File: config.mk
export PLATFORM = sky130hd
export DESIGN_NAME = video_in
export DESIGN_NICKNAME = d
export VERILOG_FILES = /design/src/rtl/video_in.sv
export SDC_FILE = /design/constraint.sdc
export NUM_CORES = 1
export LEC_CHECK = 0
export CAP_MARGIN = 20
export CORE_MARGIN = 4
export CORE_UTILIZATION = 43
export CTS_CLUSTER_DIAMETER = 40
export DETAILED_ROUTE_END_ITERATION = 16
export SKIP_LAST_GASP = 1
export SYNTH_ARGS = -nofsm -noshare
export SYNTH_HDL_FRONTEND = slang
export SYNTH_SLANG_ARGS = --single-unit
File: constraint.sdc
create_clock -name clkin -period 4.1 [get_ports clkin]
set_clock_uncertainty 0.05 [all_clocks]
set_input_delay 0.615 -clock clkin [delete_from_list [all_inputs] [get_ports clkin]]
set_output_delay 0.615 -clock clkin [all_outputs]
set_load 0.05 [all_outputs]
File: src/rtl/video_in.sv
// video_in: receive side of the composite data-tape video link.
// Samples the played-back composite signal, recovers horizontal and vertical
// sync, qualifies active lines and extracts the data bytes between the start
// and end control markers of each active line.
//
// Ports:
//   clkin        sample clock (one ADC sample per cycle, 400 samples per line)
//   reset        synchronous, active-high reset
//   adc_in       8-bit digitized composite sample
//   data_out     recovered data byte (registered, one cycle after its sample)
//   data_valid   data_out holds a byte of the current line this cycle
//   line_ctrl    start marker of the current/last line was control-enabled
//   line_done    one-cycle pulse at the end (or abort) of each active line
//   line_ok      qualifies line_done: end marker class matches start marker class
//   field_toggle toggles once per detected vertical interval
//   locked       vertical sync acquired and no sync timeout since
module video_in #(
  parameter int SYNC_THRESH  = 20,
  parameter int GLITCH_MAX   = 3,
  parameter int HSYNC_MIN    = 20,
  parameter int BROAD_MIN    = 100,
  parameter int MARK_HI      = 120,
  parameter int ACTIVE_FIRST = 11,
  parameter int ACTIVE_LAST  = 253,
  parameter int TIMEOUT      = 800
) (
  input  logic       clkin,
  input  logic       reset,
  input  logic [7:0] adc_in,
  output logic [7:0] data_out,
  output logic       data_valid,
  output logic       line_ctrl,
  output logic       line_done,
  output logic       line_ok,
  output logic       field_toggle,
  output logic       locked
);

  typedef enum logic [2:0] {
    ST_SEARCH = 3'd0,
    ST_VBLANK = 3'd1,
    ST_LINE   = 3'd2,
    ST_DATA   = 3'd3,
    ST_END    = 3'd4
  } state_t;

  typedef enum logic [1:0] {
    PC_NONE  = 2'd0,
    PC_EQ    = 2'd1,
    PC_HSYNC = 2'd2,
    PC_BROAD = 2'd3
  } pulse_t;

  state_t      state_r;
  logic [7:0]  run_len_r;
  logic [15:0] pixel_r;
  logic [8:0]  hs_idx_r;
  logic        broad_seen_r;
  logic [7:0]  data_out_r;
  logic        data_valid_r;
  logic        line_ctrl_r;
  logic        line_done_r;
  logic        line_ok_r;
  logic        field_toggle_r;
  logic        locked_r;

  logic        below_s;
  logic        mark_hi_s;
  logic [7:0]  run_inc_s;
  logic        confirm_s;
  logic [15:0] pix_s;
  logic [8:0]  hs_inc_s;
  pulse_t      pulse_s;
  logic        at58_s;
  logic        go_line_s;
  logic        timeout_s;

  // Front end: threshold, run length, pixel position of this sample, pulse class
  always_comb begin
    below_s   = (adc_in < 8'(SYNC_THRESH));
    mark_hi_s = (adc_in >= 8'(MARK_HI));
    if (run_len_r == 8'd255) run_inc_s = 8'd255;
    else                     run_inc_s = run_len_r + 8'd1;
    // A run is only trusted once it outlasts a glitch; the pixel count is then
    // restarted retroactively so that the run's first sample was pixel 1.
    confirm_s = below_s && (run_len_r == 8'(GLITCH_MAX));
    if (confirm_s) pix_s = 16'(GLITCH_MAX + 1);
    else           pix_s = pixel_r + 16'd1;
    if (hs_idx_r == 9'd511) hs_inc_s = 9'd511;
    else                    hs_inc_s = hs_idx_r + 9'd1;
    pulse_s = PC_NONE;
    if (!below_s && (run_len_r > 8'(GLITCH_MAX))) begin
      if (run_len_r < 8'(HSYNC_MIN))      pulse_s = PC_EQ;
      else if (run_len_r < 8'(BROAD_MIN)) pulse_s = PC_HSYNC;
      else                                pulse_s = PC_BROAD;
    end else begin
      pulse_s = PC_NONE;
    end
    at58_s    = (pix_s == 16'd58);
    go_line_s = (hs_inc_s <= 9'(ACTIVE_LAST));
    timeout_s = (locked_r || (state_r != ST_SEARCH)) && (pix_s == 16'(TIMEOUT + 1));
  end

  // Sync tracking, line state machine and registered outputs
  always_ff @(posedge clkin) begin
    if (reset) begin
      state_r        <= ST_SEARCH;
      run_len_r      <= 8'd0;
      pixel_r        <= 16'd0;
      hs_idx_r       <= 9'd0;
      broad_seen_r   <= 1'b0;
      data_out_r     <= 8'd0;
      data_valid_r   <= 1'b0;
      line_ctrl_r    <= 1'b0;
      line_done_r    <= 1'b0;
      line_ok_r      <= 1'b0;
      field_toggle_r <= 1'b0;
      locked_r       <= 1'b0;
    end else begin
      run_len_r    <= below_s ? run_inc_s : 8'd0;
      pixel_r      <= pix_s;
      data_valid_r <= 1'b0;
      line_done_r  <= 1'b0;
      line_ok_r    <= 1'b0;
      case (state_r)
        ST_SEARCH: begin
          state_r <= ST_SEARCH;
        end
        ST_VBLANK: begin
          if (pulse_s == PC_HSYNC) begin
            hs_idx_r <= hs_inc_s;
            if (hs_inc_s == 9'(ACTIVE_FIRST)) begin
              state_r <= at58_s ? ST_DATA : ST_LINE;
              if (at58_s) line_ctrl_r <= mark_hi_s;
            end
          end
        end
        ST_LINE: begin
          // A sync before the start marker simply restarts the pixel count.
          if ((pulse_s == PC_HSYNC) && !go_line_s) begin
            hs_idx_r <= hs_inc_s;
            state_r  <= ST_VBLANK;
          end else begin
            if (pulse_s == PC_HSYNC) hs_idx_r <= hs_inc_s;
            if (at58_s) begin
              line_ctrl_r <= mark_hi_s;
              state_r     <= ST_DATA;
            end
          end
        end
        ST_DATA: begin
          if (confirm_s || timeout_s) begin
            line_done_r <= 1'b1;
            line_ok_r   <= 1'b0;
            state_r     <= ST_END;
          end else if ((pix_s >= 16'd59) && (pix_s <= 16'd389)) begin
            data_out_r   <= adc_in;
            data_valid_r <= 1'b1;
          end else if (pix_s == 16'd390) begin
            line_done_r <= 1'b1;
            line_ok_r   <= (mark_hi_s == line_ctrl_r);
            state_r     <= ST_END;
          end
        end
        ST_END: begin
          if (pulse_s == PC_HSYNC) begin
            hs_idx_r <= hs_inc_s;
            if (go_line_s) begin
              state_r <= at58_s ? ST_DATA : ST_LINE;
              if (at58_s) line_ctrl_r <= mark_hi_s;
            end else begin
              state_r <= ST_VBLANK;
            end
          end
        end
        default: begin
          state_r <= ST_SEARCH;
        end
      endcase
      if (pulse_s == PC_HSYNC) broad_seen_r <= 1'b0;
      if (timeout_s) begin
        locked_r     <= 1'b0;
        state_r      <= ST_SEARCH;
        broad_seen_r <= 1'b0;
      end
      // Broad pulses win over everything; a run of them toggles the field once.
      if (pulse_s == PC_BROAD) begin
        hs_idx_r     <= 9'd0;
        locked_r     <= 1'b1;
        state_r      <= ST_VBLANK;
        broad_seen_r <= 1'b1;
        if (!broad_seen_r) field_toggle_r <= ~field_toggle_r;
      end
    end
  end

  assign data_out     = data_out_r;
  assign data_valid   = data_valid_r;
  assign line_ctrl    = line_ctrl_r;
  assign line_done    = line_done_r;
  assign line_ok      = line_ok_r;
  assign field_toggle = field_toggle_r;
  assign locked       = locked_r;

endmodule

==> flow_summary.json <==
{
  "status": "complete, no violations",
  "cp.arrival_ns": 3.07,
  "cap_violations": 0,
  "pin_count": 24,
  "fin_crit_sh_pct": 71.1,
  "synth_seq_cells": 51,
  "ys_warn_count": 0,
  "post_cts_buffers": 0,
  "portBuffers": 23,
  "slew_headroom_pct": 51.4,
  "setup_violations": 0,
  "die_x_um": 90.5,
  "critPathKind": "register to register",
  "grt_pass1_vias": 2383,
  "worst_pin_slew_ns": 0.722,
  "final_max_slew_viol_count": 0,
  "rsz0062_at_grt": "no",
  "clk_latency_ns": 0.30,
  "ys_seq_area_share_pct": 34.9,
  "area_growth_pct": 11.6,
  "ir_drop_mv": 0.165,
  "cts_tree": "yes",
  "nets": 381,
  "antennaDiodeCount": 0,
  "syn_area_sq_mm": 0.00293,
  "layout_common_cells": "nor2_1 (51), dfxtp_1 (51), nand2_1 (26)",
  "rows": 29,
  "hpwl_mm": 4.75,
  "drive_gt1_share_pct": 6.50,
  "synth-edff-count": 0,
  "avgViaCountPerCell": 5.80,
  "p_per_area_mw_per_mm2": 281,
  "drt_iter0_markers": 102,
  "finalPower_uw": 919,
  "p_leak_uw": 0.00121,
  "cts_sinks": 51,
  "grt_first_pass_wirelength_mm": 11.2,
  "cp-start-kind": "register",
  "core_sq_mm": 0.00649,
  "cts_root_buf": "clkbuf_8",
  "drc": 0,
  "vias": 2587,
  "hold_viol_final": 0,
  "synthCells": 362,
  "overflow": 0,
  "wire_per_inst_um": 14.6,
  "seqCellArea_sq_mm": 0.00102,
  "cts_resized": 0,
  "synth_nets": 375,
  "fill_cells": 625,
  "ys.flop_type": "dfxtp_1",
  "synth_cell_type_count": 65,
  "cts_hold_buf": 0,
  "fin_setup_tns_ns": 0,
  "routabilityCongestion": 0.815,
  "cts.reportedPaths.clkPinSlew_ns": 0.10,
  "syn_avg_cell_area_sq_um": 8.08,
  "grt_max_degree": 17,
  "wirelength_mm": 6.53,
  "hp-class": "register to register",
  "synthArstFlopShare_pct": 0,
  "numCtsBuffers": 5,
  "antenna_found_initial": 0,
  "antenna_left": 0,
  "die_y_um": 90.5,
  "crit_required_ns": 4.25,
  "multi_input_area_sq_mm": 0.00176,
  "crit_path_max_fanout": 12,
  "layout_min_cycle_time_ns": 2.92,
  "timing.fmax_mhz": 343,
  "cts_max_level": 2,
  "max-clock-path-buffers": 2,
  "end_kind": "register",
  "start_util_pct": 45.1,
  "grt_use_total_pct": 16.0,
  "drtPass1Iterations": 5,
  "dieArea_sq_mm": 0.00819
}
[critical path, stage by stage, from the launching register on]
cell	delay (ns)
dfxtp_1	0.53
ha_1	0.46
and4_1	0.26
nand2_1	0.07
xor2_1	0.19
a22o_1	0.21
a2111oi_2	0.45
nand3_2	0.30
mux2i_1	0.23
nor2_1	0.06
[area by class of cell]
cell class | instances | area share (%)
Timing Repair Buffer | 24 | 7.28
Multi-Input combinational cell | 279 | 54.0
Clock buffer | 6 | 2.53
Tap cell | 77 | 2.95
Inverter | 7 | 0.805
Sequential cell | 51 | 31.3
Clock inverter | 2 | 1.19
[routing by layer]
| layer | share of wire [%] | vias up | global-route usage, % |
|---|---|---|---|
| met1 | 49 | 1188 | 21.8 |
| met2 | 45 | 70 | 26.1 |
| met5 | 0 | - | 0 |
| li1 | - | 1323 | - |
| met3 | 5.0 | 6 | 3.42 |
| met4 | 0.77 | 0 | 3.19 |
[cells in the mapped netlist, drive strengths merged, types with 2 or more instances]
library cell / n / area [sq um]
dfxtp: 51 / 1020
nor2: 51 / 191
nand2: 27 / 104
nand3: 24 / 130
a21oi: 20 / 100
clkbuf: 15 / 57.6
nor3: 14 / 81.3
xnor2: 12 / 105
mux2i: 11 / 110
o21ai: 11 / 55.1
buf: 10 / 58.8
nand4: 9 / 62.6
xor2: 9 / 78.8
a31oi: 8 / 50.1
inv: 7 / 26.3
and3: 6 / 42.5
and4: 6 / 52.6
nand2b: 5 / 31.3
nor2b: 5 / 31.3
a211oi: 4 / 35.0
a211o: 3 / 26.3
and2: 3 / 18.8
ha: 3 / 37.5
nand4b: 3 / 26.3
nor3b: 3 / 22.5
nor4: 3 / 31.3
a2111oi: 2 / 30.0
a21o: 2 / 15.0
and3b: 2 / 17.5
and4b: 2 / 20.0
nor4b: 2 / 17.5
nor4bb: 2 / 20.0
o21a: 2 / 15.0
o221ai: 2 / 17.5
o31a: 2 / 17.5
or2: 2 / 12.5
or3: 2 / 12.5
or4: 2 / 15.0
[final timing paths]
check	cells after the start	start	slack, ns	to
worst max-delay path	9	pixel_r[0]	1.18	data_out[2]
worst min-delay path	1	run_len_r[0]	0.45	run_len_r[0]
worst max register to register	9	pixel_r[0]	1.18	data_out[2]
worst min register to register	1	run_len_r[0]	0.45	run_len_r[0]
[through the flow]
| step | std cells | instance area, sq um | setup WS, ns | utilization [%] | hold slack (ns) |
|---|---|---|---|---|---|
| final | 446 | 3270 | 1.18 | 50.3 | 0.455 |
| after global routing | 446 | 3270 | 0.955 | 50.3 | 0.500 |
| after CTS | 446 | 3270 | 1.17 | 50.3 | 0.454 |
| after detailed placement | 438 | 3140 | 0.957 | 48.4 | 0.430 |
| after global placement | 438 | 3140 | 0.976 | 48.4 | 0.415 |
| after floorplan | 362 | 2930 | 1.67 | - | 0.396 |
[logic make-up after synthesis]
logic type,Yosys count,share of synthesized area (%)
AOI/OAI and AO/OA,69,16.2
xor gates and xnor gates,21,6.28
adders and majority gates,3,1.28
buffers and inverters,32,4.87
DFF,51,34.9
muxes,11,3.76
and+or+nand+nor,175,32.7
[power breakdown]
part	switching (uW)	internal, uW
logic	23.5	18.9
registers	5.81	498
clock network	172	201
Note: power is estimated with default switching activity, not from simulation.
